**src/rtl/div_unit.sv**
```systemverilog
`default_nettype none
// +--------------------------------------------------------------------------+
// | div_unit                                                                 |
// | Iterative restoring radix-2 divider for DIV/DIVU/REM/REMU.               |
// | Revision: 1.0                                                            |
// +--------------------------------------------------------------------------+
module div_unit #(
   parameter int WIDTH = 32
) (
   input  logic             clk,
   input  logic             rst_n,
   input  logic             start,
   input  logic             flush,
   input  logic [WIDTH-1:0] operand_a,
   input  logic [WIDTH-1:0] operand_b,
   input  logic             sel_div,
   input  logic             sel_divu,
   input  logic             sel_rem,
   input  logic             sel_remu,
   output logic             busy,
   output logic             done,
   output logic [WIDTH-1:0] result
);

   localparam int CNT_W = $clog2(WIDTH) + 1;

   typedef enum logic [1:0] {
      S_IDLE = 2'd0,
      S_CALC = 2'd1,
      S_DONE = 2'd2
   } state_t;

   state_t           r_state;
   state_t           w_state_next;
   logic [CNT_W-1:0] r_cnt;
   logic [WIDTH-1:0] r_rem;
   logic [WIDTH-1:0] r_quo;
   logic [WIDTH-1:0] r_div;
   logic             r_neg_q;
   logic             r_neg_r;
   logic             r_want_rem;
   logic [WIDTH-1:0] r_result;

   logic             w_any_sel;
   logic             w_signed;
   logic             w_want_rem;
   logic             w_accept;
   logic             w_b_zero;
   logic             w_ovf;
   logic             w_special;
   logic [WIDTH-1:0] w_special_res;
   logic [WIDTH-1:0] w_a_mag;
   logic [WIDTH-1:0] w_b_mag;
   logic [WIDTH:0]   w_shift;
   logic [WIDTH:0]   w_diff;
   logic [WIDTH-1:0] w_quo_next;
   logic [WIDTH-1:0] w_rem_next;
   logic [WIDTH-1:0] w_final;

   assign w_any_sel  = sel_div | sel_divu | sel_rem | sel_remu;
   assign w_signed   = sel_div | sel_rem;
   assign w_want_rem = sel_rem | sel_remu;
   // flush wins over a same-cycle start; starts during CALC are dropped
   assign w_accept   = start && w_any_sel && !flush && (r_state != S_CALC);

   assign w_b_zero  = (operand_b == '0);
   assign w_ovf     = w_signed && (operand_a == {1'b1, {(WIDTH-1){1'b0}}}) && (operand_b == '1);
   assign w_special = w_b_zero | w_ovf;
   assign w_special_res = w_want_rem ? (w_b_zero ? operand_a : '0)
                                     : (w_b_zero ? '1 : operand_a);

   assign w_a_mag = (w_signed && operand_a[WIDTH-1]) ? -operand_a : operand_a;
   assign w_b_mag = (w_signed && operand_b[WIDTH-1]) ? -operand_b : operand_b;

   // One restoring step: shift in the next dividend bit, keep the difference if non-negative
   assign w_shift    = {r_rem, r_quo[WIDTH-1]};
   assign w_diff     = w_shift - {1'b0, r_div};
   assign w_quo_next = {r_quo[WIDTH-2:0], ~w_diff[WIDTH]};
   assign w_rem_next = w_diff[WIDTH] ? w_shift[WIDTH-1:0] : w_diff[WIDTH-1:0];
   assign w_final    = r_want_rem ? (r_neg_r ? -w_rem_next : w_rem_next)
                                  : (r_neg_q ? -w_quo_next : w_quo_next);

   always_ff @(posedge clk or negedge rst_n) begin
      if (!rst_n) begin
         r_state <= S_IDLE;
      end else begin
         r_state <= w_state_next;
      end
   end

   always_comb begin
      w_state_next = r_state;
      busy         = 1'b0;
      done         = 1'b0;
      case (r_state)
         S_IDLE, S_DONE: begin
            done = (r_state == S_DONE);
            if (w_accept) begin
               w_state_next = w_special ? S_DONE : S_CALC;
            end else begin
               w_state_next = S_IDLE;
            end
         end
         S_CALC: begin
            busy = 1'b1;
            if (flush) begin
               w_state_next = S_IDLE;
            end else if (r_cnt == '0) begin
               w_state_next = S_DONE;
            end
         end
         default: w_state_next = S_IDLE;
      endcase
   end

   always_ff @(posedge clk or negedge rst_n) begin
      if (!rst_n) begin
         r_cnt      <= '0;
         r_rem      <= '0;
         r_quo      <= '0;
         r_div      <= '0;
         r_neg_q    <= 1'b0;
         r_neg_r    <= 1'b0;
         r_want_rem <= 1'b0;
         r_result   <= '0;
      end else if (w_accept) begin
         r_cnt      <= CNT_W'(WIDTH - 1);
         r_rem      <= '0;
         r_quo      <= w_a_mag;
         r_div      <= w_b_mag;
         r_neg_q    <= w_signed && (operand_a[WIDTH-1] ^ operand_b[WIDTH-1]);
         r_neg_r    <= w_signed && operand_a[WIDTH-1];
         r_want_rem <= w_want_rem;
         if (w_special) begin
            r_result <= w_special_res;
         end
      end else if ((r_state == S_CALC) && !flush) begin
         r_rem <= w_rem_next;
         r_quo <= w_quo_next;
         if (r_cnt == '0) begin
            r_result <= w_final;
         end else begin
            r_cnt <= r_cnt - 1'b1;
         end
      end
   end

   assign result = r_result;

   a_onehot_sel: assert property (@(posedge clk) disable iff (!rst_n)
      start |-> $onehot0({sel_div, sel_divu, sel_rem, sel_remu}));

endmodule
`default_nettype wire

```
**config.mk**
```make
export PLATFORM = sky130hd
export DESIGN_NAME = div_unit
export DESIGN_NICKNAME = d
export VERILOG_FILES = /design/src/rtl/div_unit.sv
export SDC_FILE = /design/constraint.sdc
export NUM_CORES = 1
export LEC_CHECK = 0
export CORE_MARGIN = 5
export CORE_UTILIZATION = 56
export DETAILED_ROUTE_END_ITERATION = 7
export PLACE_DENSITY = 0.78
export SLEW_MARGIN = 10
export SYNTH_ARGS = -nofsm -noshare
export SYNTH_HDL_FRONTEND = slang
export SYNTH_SLANG_ARGS = --single-unit
```
**constraint.sdc**
```tcl
create_clock -name clk -period 5.15 [get_ports clk]
set_input_delay 0.515 -clock clk [delete_from_list [all_inputs] [get_ports clk]]
set_output_delay 0.515 -clock clk [all_outputs]
set_load 0.01 [all_outputs]
```
* Word-level counts from Yosys, hierarchy flattened
Cells that the tools add are included.
Storage, ports and cells: bits in read-only memories 0, memories 0, flip-flop bits (word level) 139, bits in writable memories 0, word-level logic and storage cells 76, input port bits 72, bits in latches 0, output and inout port bits 34
Cells by class: add/sub/neg operators 6, $mul 0, magnitude comparators 0, shift operators 0, multiplexer cells 27, divide/modulo/power cells 0, equality and inequality tests 8, reductions and logical operators 18, bitwise logic cells 8
Operators with widths (number):
- 32-bit two-way mux | 17
- 32-bit negation | 4
- 32-bit equality test, second input constant | 2
- 33-bit by 32-bit subtractor with 33-bit output | 1
- 32-bit logical NOT | 1
- 6-bit two-way mux | 3
- 1-bit logical AND | 9
- 2-bit two-way mux | 4
- 6-bit logical NOT | 1
- 1-bit bitwise OR | 6
- 6-bit by 1-bit subtractor with 6-bit output, second input constant | 1
- 2-bit by 1-bit != test with 1-bit output, second input constant | 2
- 2-bit case mux with 2 select lines | 1
- 2-bit nonzero test | 2
- 3-bit != test, second input constant | 1
- 3-bit AND reduction | 1
- 2-bit by 1-bit equality test with 1-bit output, second input constant | 1
- 2-bit equality test, second input constant | 1
- 2-bit logical NOT | 1
- 1-bit two-way mux | 2
- 2-bit != test, second input constant | 1
- 2-bit AND reduction | 1
- 2-bit OR reduction | 1
- 1-bit logical NOT | 1
- other kinds (2) | 2

* Longest topological paths before layout
Gate-level depths: netlist of the first run.
depth in word-level cells 8, depth in mapped cells 24, gate-level depth less buffers 22

* Worst setup path after synthesis of the first run
Ideal clock, no wire load.
kind register -> register, start point register r_quo[31], end point register r_result[22], in the netlist result[22], buffers on the path 2, setup slack 379 ps, data required time 5010 ps, setup time 140 ps, cell stages (with the launch flop) 25, data arrival time 4631 ps, clock period less this slack 4771 ps, cell sequence dfrtp_1 -> inv_1 -> ha_1 -> inv_1 -> fa_1 -> a211oi_2 -> o211ai_2 -> a211oi_2 -> nor4b_2 -> nor3_2 -> nor2_4 -> inv_4 -> clkbuf_1 -> clkbuf_1 -> nor2_1 -> a21oi_1 -> ha_1 -> inv_1 -> nor2_1 -> nor4b_1 -> mux2i_1 -> or4b_1 -> o21ai_1 -> xnor2_1 -> a21oi_1
Between the ends: word-level cells in the longest chain between the ends 8, elaborated cells between the ends (all ways) 11, classes of those cells 3 x add/sub; 7 x mux; 1 x bitwise
RTL lines:
- start, declared | RTL line 37 | logic [WIDTH-1:0] r_quo;
- start signal, assigned | RTL line 129 | r_quo <= w_a_mag;
- start signal, assigned | RTL line 139 | r_quo <= w_quo_next;
- 33-bit by 32-bit subtractor with 33-bit output | RTL line 77 | assign w_diff = w_shift - {1'b0, r_div};
- 32-bit two-way mux / 1-bit NOT (equally long branches) | RTL line 79, 78
- 32-bit negation (on tied branches) | RTL line 80, 81
- 32-bit two-way mux (on tied branches) | RTL line 80, 81
- 32-bit two-way mux (*) | RTL line 80 | assign w_final = r_want_rem ? (r_neg_r ? -w_rem_next : w_rem_next)
- 32-bit two-way mux (*) | RTL line 140 | if (r_cnt == '0) begin
- 32-bit two-way mux (*) | RTL line 137 | end else if ((r_state == S_CALC) && !flush) begin
- 32-bit two-way mux (*) | RTL line 126 | end else if (w_accept) begin
- end signal, assigned | RTL line 135 | r_result <= w_special_res;
- end signal, assigned | RTL line 141 | r_result <= w_final;
- end, declared | RTL line 42 | logic [WIDTH-1:0] r_result;
Every way passes the cells marked *; elsewhere a longest branch is shown, timed or not. The select of a mux whose other input is x is not followed. A chain may end at the register's enable or synchronous reset.

* Final worst setup path of the first run
Ends and elaborated chain as after synthesis.

==> flow_metrics.py, run 1 <==
metrics = {
    "sta": {
        "post-route-period-util_pct": 93.8,
        "finalHoldViolations": 0,
        "tightest_slew_ns": 0.993,
        "post-route-min-period_ns": 4.83,
        "drv_slew": 0,
        "hold_ws_ns": 0.164,
        "slew_headroom_pct": 33.8,
        "rsz0062_at_grt": "no",
        "max_freq_ghz": 0.207,
        "setup_viol": 0,
        "finClkSkew_ns": 0.0122,
        "setup-tns-final_ns": 0,
    },
    "die": {
        "die_h_um": 154,
        "initial_utilization_pct": 57.1,
        "chipWidth_um": 154,
        "fp.dieArea_sq_um": 23800,
        "core.rowCount": 52,
        "coreArea_sq_um": 20400,
        "ios": 106,
    },
    "synthesis": {
        "syn-cell-area_sq_um": 11600,
        "synthTopCellsByCount": "o21ai_0 (203), dfrtp_1 (139), nand2_1 (134), a21oi_1 (120), nor2_1 (106)",
        "yosys-top-cells-area": "dfrtp_1 (30%), o21ai_0 (8.7%), xnor2_1 (6.3%)",
        "synth_top_area_share_pct": 29.9,
        "synth_nets": 1595,
        "yosys_warnings": 0,
        "synthArstFlopShare_pct": 100,
        "synthFlopType": "dfrtp_1",
        "yosysMostFrequentCell": "o21ai_0",
        "yosysTopAreaCell": "dfrtp_1",
        "ys_seq_elements": 139,
        "syn_area_per_cell_sq_um": 7.84,
        "synth_edf_count": 0,
        "ys_seq_area_share_pct": 29.9,
        "syn_inst": 1483,
        "ys_types": 85,
    },
    "worst_setup_path": {
        "crit_path_start_kind": "flip-flop",
        "r2r_start": "r_quo[31]",
        "worst-setup-path-type": "flip-flop to flip-flop",
        "timing.rr.end": "result[22]",
        "r2r_slack_ns": 0.32,
        "critPathCapture": "result[22]",
        "critical_path.max_fanout": 6,
        "crit_required_ns": 5.47,
        "end_kind": "flip-flop",
        "ff2ff_path_depth": 21,
        "cp_data_arrival_time_ns": 5.15,
        "crit_path_start": "r_quo[31]",
    },
    "pwr": {
        "p_int_uw": 3770,
        "clockPowerShare_pct": 18.0,
        "power.switching_uw": 3610,
        "swShare_pct": 48.9,
        "pwr_density_cell_nw_per_um2": 544,
        "power_frac_comb_pct": 60.0,
        "p_seq_share_pct": 22.1,
        "p_leak_uw": 0.00548,
        "total_power_uw": 7380,
        "ir_drop_v": 0.000403,
    },
    "global_route": {
        "grt_pass1_wl_um": 64400,
        "grt_max_degree": 99,
        "grt_antenna_before_repair": 0,
        "grt_overflow": 0,
        "grt_use_total_pct": 33.8,
        "grt_pass1_vias": 11568,
    },
    "clock_tree": {
        "path_clk_slew_ns": 0.07,
        "cts-buffers-inserted": 17,
        "htree_levels": 4,
        "cts.sinks": 139,
        "cts_tree": "done",
        "clk_latency_ns": 0.44,
        "cts-hold-fix-buffers": 0,
        "cts_resized": 0,
        "clockRootBuffer": "clkbuf_16",
        "cts_buffer_depth": 2,
        "post_cts_buffers": 0,
    },
    "cells_and_area": {
        "fin_nets": 1668,
        "post-route-cell-area_sq_um": 13600,
        "ff_latch_area_sq_um": 3480,
        "diodes": 0,
        "nFillCells": 1723,
        "drive_above_1_share_pct": 6.63,
        "multi_input_area_sq_um": 7600,
        "area_growth_pct": 16.6,
    },
    "status": {
        "status": "complete, no violations",
    },
    "placement": {
        "dp.final_hpwl_um": 30700,
        "numPortBuffers": 105,
        "postPlaceCellArea_sq_um": 12900,
        "gp_congestion": 0.996,
    },
    "detailed_routing": {
        "first_pass_iters": 7,
        "drtIter0Drc": 1671,
        "drc_errors": 0,
        "vias_per_cell": 6.64,
        "ant_nets": 0,
        "vias": 12214,
        "wl_um": 40800,
        "avgRoutedWirePerCell_um": 22.2,
    },
    "flow_run": {
        "maxCapViolCount": 0,
    },
    "min_path": {
        "hold_class": "input port to asynchronous set/reset pin",
    },
}
## layout by cell type, fill, tap and decap left out, types with 37 or more instances in the layout
| cell | n |
|---|---|
| a21oi_1 | 118 |
| clkdlybuf4s50_1 | 104 |
| dfrtp_1 | 139 |
| ha_1 | 39 |
| inv_1 | 57 |
| nand2_1 | 134 |
| nand3_1 | 46 |
| nor2_1 | 104 |
| nor3_1 | 37 |
| o21ai_0 | 203 |
| xnor2_1 | 84 |
| xor2_1 | 60 |
## power by group through the flow
stage / combinational, uW / clock, uW / sequential [uW]
2_1_floorplan: 3150 / 0 / 1540
5_1_grt: 4790 / 1370 / 1650
3_3_place_gp: 4230 / 0 / 1620
4_1_cts: 4310 / 1320 / 1610
6_report: 4430 / 1330 / 1630
3_5_place_dp: 4280 / 0 / 1630
## metal layers
metal / track usage [%] / wire (um) / up-vias
met2: 49.5 / 17500 / 774
met5: 2.07 / 62 / -
li1: - / - / 5594
met1: 48.2 / 17100 / 5715
met3: 9.72 / 4810 / 129
met4: 10.6 / 1240 / 2
## how the worst min path moves through the flow
stage / endpoint / slack (ns) / cells after the start / from
floorplan: r_cnt[0] / 0.22 / 0 / rst_n
global placement: r_div[16] / 0.46 / 2 / r_div[16]
detailed placement: result[1] / 0.47 / 1 / result[1]
CTS: r_div[7] / 0.25 / 1 / rst_n
global route: r_div[13] / 0.27 / 1 / rst_n
finish: r_div[21] / 0.16 / 1 / rst_n
## cell families after synthesis
family	count (synthesis)	synth area share, %
AOI/OAI and AO/OA	527	28.0
muxes	32	2.80
adders and majority gates	40	4.37
and+or+nand+nor	457	19.1
buffers and inverters	144	5.00
DFF	139	29.9
xor gates and xnor gates	144	10.8
## worst max-delay path: stages (launching register included)
cell,delay [ns]
dfrtp_1,0.42
inv_1,0.10
ha_1,0.17
inv_1,0.05
fa_1,0.45
a211oi_2,0.28
o211ai_2,0.18
a211oi_4,0.33
nor4b_2,0.13
o21a_1,0.23
nor2_4,0.17
inv_4,0.07
a21oi_1,0.24
ha_1,0.34
inv_1,0.12
nor2_1,0.11
nor4b_1,0.24
mux2i_1,0.16
or4b_1,0.53
o21ai_1,0.17
xnor2_1,0.14
a21oi_1,0.08
## layout make-up
cell class	instances	share of cell area, %
multi-input combinational	1200	56.1
sequential	139	25.6
timing repair buffer	139	9.64
clock buffer	18	3.16
tap	270	2.49
inverter	59	1.65
clock inverter	14	1.36
## flip-flops by register name (all words and copies together), names as in the netlist
name / count
r_div: 32
r_quo: 32
r_rem: 32
result: 32
r_cnt: 6
r_state: 2
r_neg_q: 1
r_neg_r: 1
r_want_rem: 1
## stage by stage
step,cells,utilization [%],worst slack [ns]
2_1_floorplan,1483,-,0.379
3_3_place_gp,1807,63.6,0.524
5_1_grt,1839,66.6,0.0432
6_report,1839,66.6,0.318
4_1_cts,1839,66.6,0.375
3_5_place_dp,1807,63.6,0.398
No activity file was read; power rests on OpenSTA's default activity.
==> run 2, diff against run 1 <==
--- a/config.mk
+++ b/config.mk
@@ -5,11 +5,11 @@
 export SDC_FILE = /design/constraint.sdc
 export NUM_CORES = 1
 export LEC_CHECK = 0
-export CORE_MARGIN = 5
+export CORE_MARGIN = 8
 export CORE_UTILIZATION = 56
 export DETAILED_ROUTE_END_ITERATION = 7
 export PLACE_DENSITY = 0.78
-export SLEW_MARGIN = 10
+export SLEW_MARGIN = 25
 export SYNTH_ARGS = -nofsm -noshare
 export SYNTH_HDL_FRONTEND = slang
 export SYNTH_SLANG_ARGS = --single-unit
==> flow_metrics.py, run 2 (synthesis results as in run 1) <==
metrics = {
    "clock_tree": {
        "cts_tree": "done",
        "cts-hold-fix-buffers": 0,
        "post_cts_buffers": 0,
        "clk_latency_ns": 0.44,
        "htree_levels": 4,
        "clockRootBuffer": "clkbuf_16",
        "cts_buffer_depth": 2,
        "cts_resized": 0,
        "path_clk_slew_ns": 0.07,
        "cts-buffers-inserted": 17,
        "cts.sinks": 139,
    },
    "global_route": {
        "grt_use_total_pct": 30.9,
        "grt_overflow": 0,
        "grt_pass1_wl_um": 63600,
        "grt_max_degree": 102,
        "grt_antenna_before_repair": 0,
        "grt_pass1_vias": 11331,
    },
    "sta": {
        "rsz0062_at_grt": "no",
        "slew_headroom_pct": 43.1,
        "hold_ws_ns": 0.173,
        "setup-tns-final_ns": 0,
        "post-route-min-period_ns": 4.90,
        "finalHoldViolations": 0,
        "max_freq_ghz": 0.204,
        "tightest_slew_ns": 0.853,
        "finClkSkew_ns": 0.0172,
        "drv_slew": 0,
        "post-route-period-util_pct": 95.2,
        "setup_viol": 0,
    },
    "cells_and_area": {
        "diodes": 0,
        "area_growth_pct": 16.1,
        "drive_above_1_share_pct": 6.33,
        "mostFrequentLayoutCell": "o21ai_0",
        "finalNonFillerCells": 1834,
        "fin_nets": 1663,
        "mostFrequentLayoutCells": "o21ai_0 (203), dfrtp_1 (139), nand2_1 (134)",
    },
    "worst_setup_path": {
        "critical_path.max_fanout": 8,
        "r2r_start": "r_quo[31]",
        "crit_path_start_kind": "flip-flop",
        "timing.rr.end": "result[22]",
        "cpPeakStageDelay_ns": 0.52,
        "cp_data_arrival_time_ns": 5.18,
        "cpMostUsedCell": "inv_1",
        "worst-setup-path-type": "flip-flop to flip-flop",
        "r2r_slack_ns": 0.25,
        "ff2ff_path_depth": 21,
        "cp_slowest_cell": "or4b_1",
        "crit_chain": "inv_1, ha_1, inv_1, fa_1, a211oi_2, o211ai_2, a211oi_2, nor4b_2, nor3_2, nor2_4, inv_4, mux2i_1, ha_1, inv_1, nor2_1, nor4b_1, mux2i_1, or4b_1, o21ai_1, xnor2_1, a21oi_1",
        "end_kind": "flip-flop",
        "crit_path_start": "r_quo[31]",
        "crit_required_ns": 5.43,
    },
    "pwr": {
        "ir_drop_v": 0.000319,
        "p_leak_uw": 0.00545,
        "total_power_uw": 7310,
        "pwr_density_cell_nw_per_um2": 541,
    },
    "placement": {
        "gp_congestion": 1.07,
        "dp_cells": 1802,
        "dp.final_hpwl_um": 30600,
        "numPortBuffers": 105,
    },
    "die": {
        "die_h_um": 160,
        "initial_utilization_pct": 57.3,
        "core.rowCount": 52,
        "coreArea_sq_um": 20300,
        "chipWidth_um": 160,
        "ios": 106,
        "fp.dieArea_sq_um": 25600,
    },
    "detailed_routing": {
        "vias": 12185,
        "drc_errors": 0,
        "wl_um": 40600,
        "vias_per_cell": 6.64,
        "first_pass_iters": 6,
        "drtIter0Drc": 1738,
        "avgRoutedWirePerCell_um": 22.1,
        "ant_nets": 0,
    },
    "min_path": {
        "hold_class": "input port to asynchronous set/reset pin",
    },
    "status": {
        "status": "complete, no violations",
    },
    "flow_run": {
        "maxCapViolCount": 0,
    },
}
run 2: stage by stage:
step / setup slack, ns / utilization, % / cell area, sq um
floorplan: 0.379 / - / 11600
global placement: 0.540 / 63.6 / 12900
detailed placement: 0.409 / 63.6 / 12900
CTS: 0.355 / 66.5 / 13500
global route: 0.00783 / 66.5 / 13500
finish: 0.249 / 66.5 / 13500
run 2: cell type report:
class | instances | area (sq um)
repair buffers | 134 | 1270
well taps | 270 | 338
flip-flops and latches | 139 | 3480
clock buffers | 19 | 443
fillers | 1813 | 6790
inverters | 59 | 224
clock inverters | 13 | 155
multi-input cells | 1200 | 7590
run 2: where the power goes:
part	switching (uW)	internal (uW)	total (uW)
Combinational	2720	1660	4380
Clock	548	738	1290
Sequential	323	1320	1650
Total	3590	3720	7310
run 2: layer usage:
metal	global-route usage [%]	part of all wire, %	vias up	routed length [um]
li1	-	-	5572	-
met1	43.1	43	5764	17300
met2	46.1	44	747	17700
met3	7.99	11	102	4510
met4	9.22	2.6	0	1060
met5	0	0	-	0
run 2: worst max-delay path by stage:
stage          slack, ns    endpoint  cells after the start
2_1_floorplan       0.38  result[22]                     24
3_3_place_gp        0.54  result[22]                     21
3_5_place_dp        0.41  result[22]                     21
4_1_cts             0.35  result[22]                     21
5_1_grt            0.008  result[28]                     16
6_report            0.25  result[22]                     21
run 2: critical path: cells and delay by family, from the launching register on:
| kind | cells | cell delay, ns |
|---|---|---|
| XOR/XNOR | 1 | 0.14 |
| AND/OR/NAND/NOR | 6 | 1.32 |
| adder cells (fa/ha/maj) | 3 | 0.92 |
| AO/OA/AOI/OAI | 5 | 1.08 |
| flip-flops | 1 | 0.43 |
| multiplexers | 2 | 0.47 |
| buffers and inverters | 4 | 0.38 |
==> run 3, diff against run 2 <==
--- a/config.mk
+++ b/config.mk
@@ -8,7 +8,7 @@
 export CORE_MARGIN = 8
 export CORE_UTILIZATION = 56
 export DETAILED_ROUTE_END_ITERATION = 7
-export PLACE_DENSITY = 0.78
+export PLACE_DENSITY_LB_ADDON = 0.12
 export SLEW_MARGIN = 25
 export SYNTH_ARGS = -nofsm -noshare
 export SYNTH_HDL_FRONTEND = slang
==> flow_metrics.py, run 3 (synthesis results as in run 1) <==
metrics = {
    "global_route": {
        "grt_pass1_vias": 11717,
        "grt_overflow": 0,
        "grt_antenna_before_repair": 3,
        "grt_use_total_pct": 31.7,
        "grt_max_degree": 94,
        "grt_pass1_wl_um": 65100,
    },
    "placement": {
        "numPortBuffers": 105,
        "dp.final_hpwl_um": 30700,
        "gp_congestion": 0.967,
    },
    "clock_tree": {
        "cts-hold-fix-buffers": 0,
        "clk_latency_ns": 0.44,
        "path_clk_slew_ns": 0.06,
        "cts_tree": "done",
        "cts_resized": 0,
        "post_cts_buffers": 0,
        "cts.sinks": 139,
        "cts-buffers-inserted": 17,
        "htree_levels": 4,
        "cts_buffer_depth": 2,
        "clockRootBuffer": "clkbuf_16",
    },
    "detailed_routing": {
        "vias": 12143,
        "vias_per_cell": 6.64,
        "first_pass_iters": 6,
        "wl_um": 41000,
        "avgRoutedWirePerCell_um": 22.4,
        "drtIter0Drc": 1926,
        "ant_nets": 0,
        "drc_errors": 0,
    },
    "worst_setup_path": {
        "cp_slowest_cell": "or4b_1",
        "r2r_slack_ns": 0.36,
        "crit_required_ns": 5.44,
        "crit_path_start": "r_quo[31]",
        "end_kind": "flip-flop",
        "timing.rr.end": "result[22]",
        "critical_path.max_fanout": 8,
        "ff2ff_path_depth": 21,
        "cpPeakStageDelay_ns": 0.52,
        "critPathCapture": "result[22]",
        "cp_data_arrival_time_ns": 5.08,
        "crit_chain": "inv_1, ha_1, inv_1, fa_1, a211oi_2, o211ai_2, a211oi_4, nor4b_2, o21a_1, nor2_4, inv_4, a21oi_1, ha_1, inv_1, nor2_1, nor4b_1, mux2i_1, or4b_1, o21ai_1, xnor2_1, a21oi_1",
        "cpMostUsedCell": "inv_1",
        "crit_path_start_kind": "flip-flop",
        "r2r_start": "r_quo[31]",
        "worst-setup-path-type": "flip-flop to flip-flop",
    },
    "pwr": {
        "pwr_density_cell_nw_per_um2": 551,
        "ir_drop_v": 0.000318,
        "p_leak_uw": 0.00544,
        "total_power_uw": 7440,
    },
    "die": {
        "core.rowCount": 52,
        "ios": 106,
        "coreArea_sq_um": 20300,
        "die_h_um": 160,
        "initial_utilization_pct": 57.3,
        "fp.dieArea_sq_um": 25600,
        "chipWidth_um": 160,
    },
    "sta": {
        "setup_viol": 0,
        "drv_slew": 0,
        "finalHoldViolations": 0,
        "setup-tns-final_ns": 0,
        "slew_headroom_pct": 27.5,
        "post-route-min-period_ns": 4.79,
        "tightest_slew_ns": 1.07,
        "max_freq_ghz": 0.209,
        "rsz0062_at_grt": "no",
        "finClkSkew_ns": 0.00868,
        "post-route-period-util_pct": 93.0,
    },
    "status": {
        "status": "complete, no violations",
    },
    "cells_and_area": {
        "drive_above_1_share_pct": 6.10,
        "fin_nets": 1657,
        "mostFrequentLayoutCells": "o21ai_0 (202), dfrtp_1 (139), nand2_1 (134)",
        "nFillCells": 1829,
        "mostFrequentLayoutCell": "o21ai_0",
        "area_growth_pct": 16.0,
        "diodes": 0,
    },
    "min_path": {
        "hold_class": "input port to asynchronous set/reset pin",
    },
    "flow_run": {
        "maxCapViolCount": 0,
    },
}
[run 3: cell types whose count changed in the layout (fill, tap and decap cells not counted), sizes merged]
cell,previous run,this run
clkbuf,20,18
clkinvlp,3,2
clkinv,4,3
inv,63,65
bufinv,2,3
buf,29,24
[run 3: layer usage]
| layer | share of wire, % | GRT usage (%) | up-vias |
|---|---|---|---|
| met5 | 0.10 | 0 | - |
| met4 | 2.7 | 10.5 | 6 |
| met3 | 12 | 9.38 | 104 |
| met2 | 44 | 47.8 | 733 |
| met1 | 42 | 42.7 | 5746 |
| li1 | - | - | 5554 |
[run 3: area by class of cell]
class | instances | area [sq um] | share of cell area [%]
Clock buffer | 18 | 439 | 3.25
Clock inverter | 14 | 183 | 1.35
Inverter | 59 | 224 | 1.66
Multi-Input combinational cell | 1200 | 7600 | 56.4
Sequential cell | 139 | 3480 | 25.8
Tap cell | 270 | 338 | 2.50
Timing Repair Buffer | 128 | 1230 | 9.10
[run 3: metrics by stage]
step           cells  area [sq um]  hold WS [ns]  utilization, %  setup WS (ns)
3_5_place_dp    1796         12900         0.464            63.4          0.432
4_1_cts         1828         13500         0.208            66.4          0.392
5_1_grt         1828         13500         0.216            66.5         0.0148
2_1_floorplan   1483         11600         0.219               -          0.379
3_3_place_gp    1796         12900         0.452            63.4          0.562
6_report        1828         13500         0.134            66.5          0.362
[run 3: how the worst min path moves through the flow]
stage	start	slack (ns)	depth (start not counted)	to
6_report	rst_n	0.13	1	r_div[21]
5_1_grt	rst_n	0.22	1	r_div[21]
4_1_cts	rst_n	0.21	1	r_div[21]
3_5_place_dp	result[2]	0.46	2	result[2]
3_3_place_gp	result[2]	0.45	2	result[2]
2_1_floorplan	rst_n	0.22	0	r_cnt[0]
[run 3: critical path: cells and delay by family (launching register included)]
family / cells / cell delay [ns]
XOR/XNOR: 1 / 0.15
multiplexers: 1 / 0.17
flip-flops: 1 / 0.42
buffers and inverters: 4 / 0.34
AND/OR/NAND/NOR: 5 / 1.12
AO/OA/AOI/OAI: 7 / 1.49
adder cells (fa/ha/maj): 3 / 0.94
[run 3: power by group]
group	switching, uW	leakage [uW]	internal (uW)
clock	548	0.000301	787
combinational	2810	0.00334	1670
sequential	304	0.00180	1320
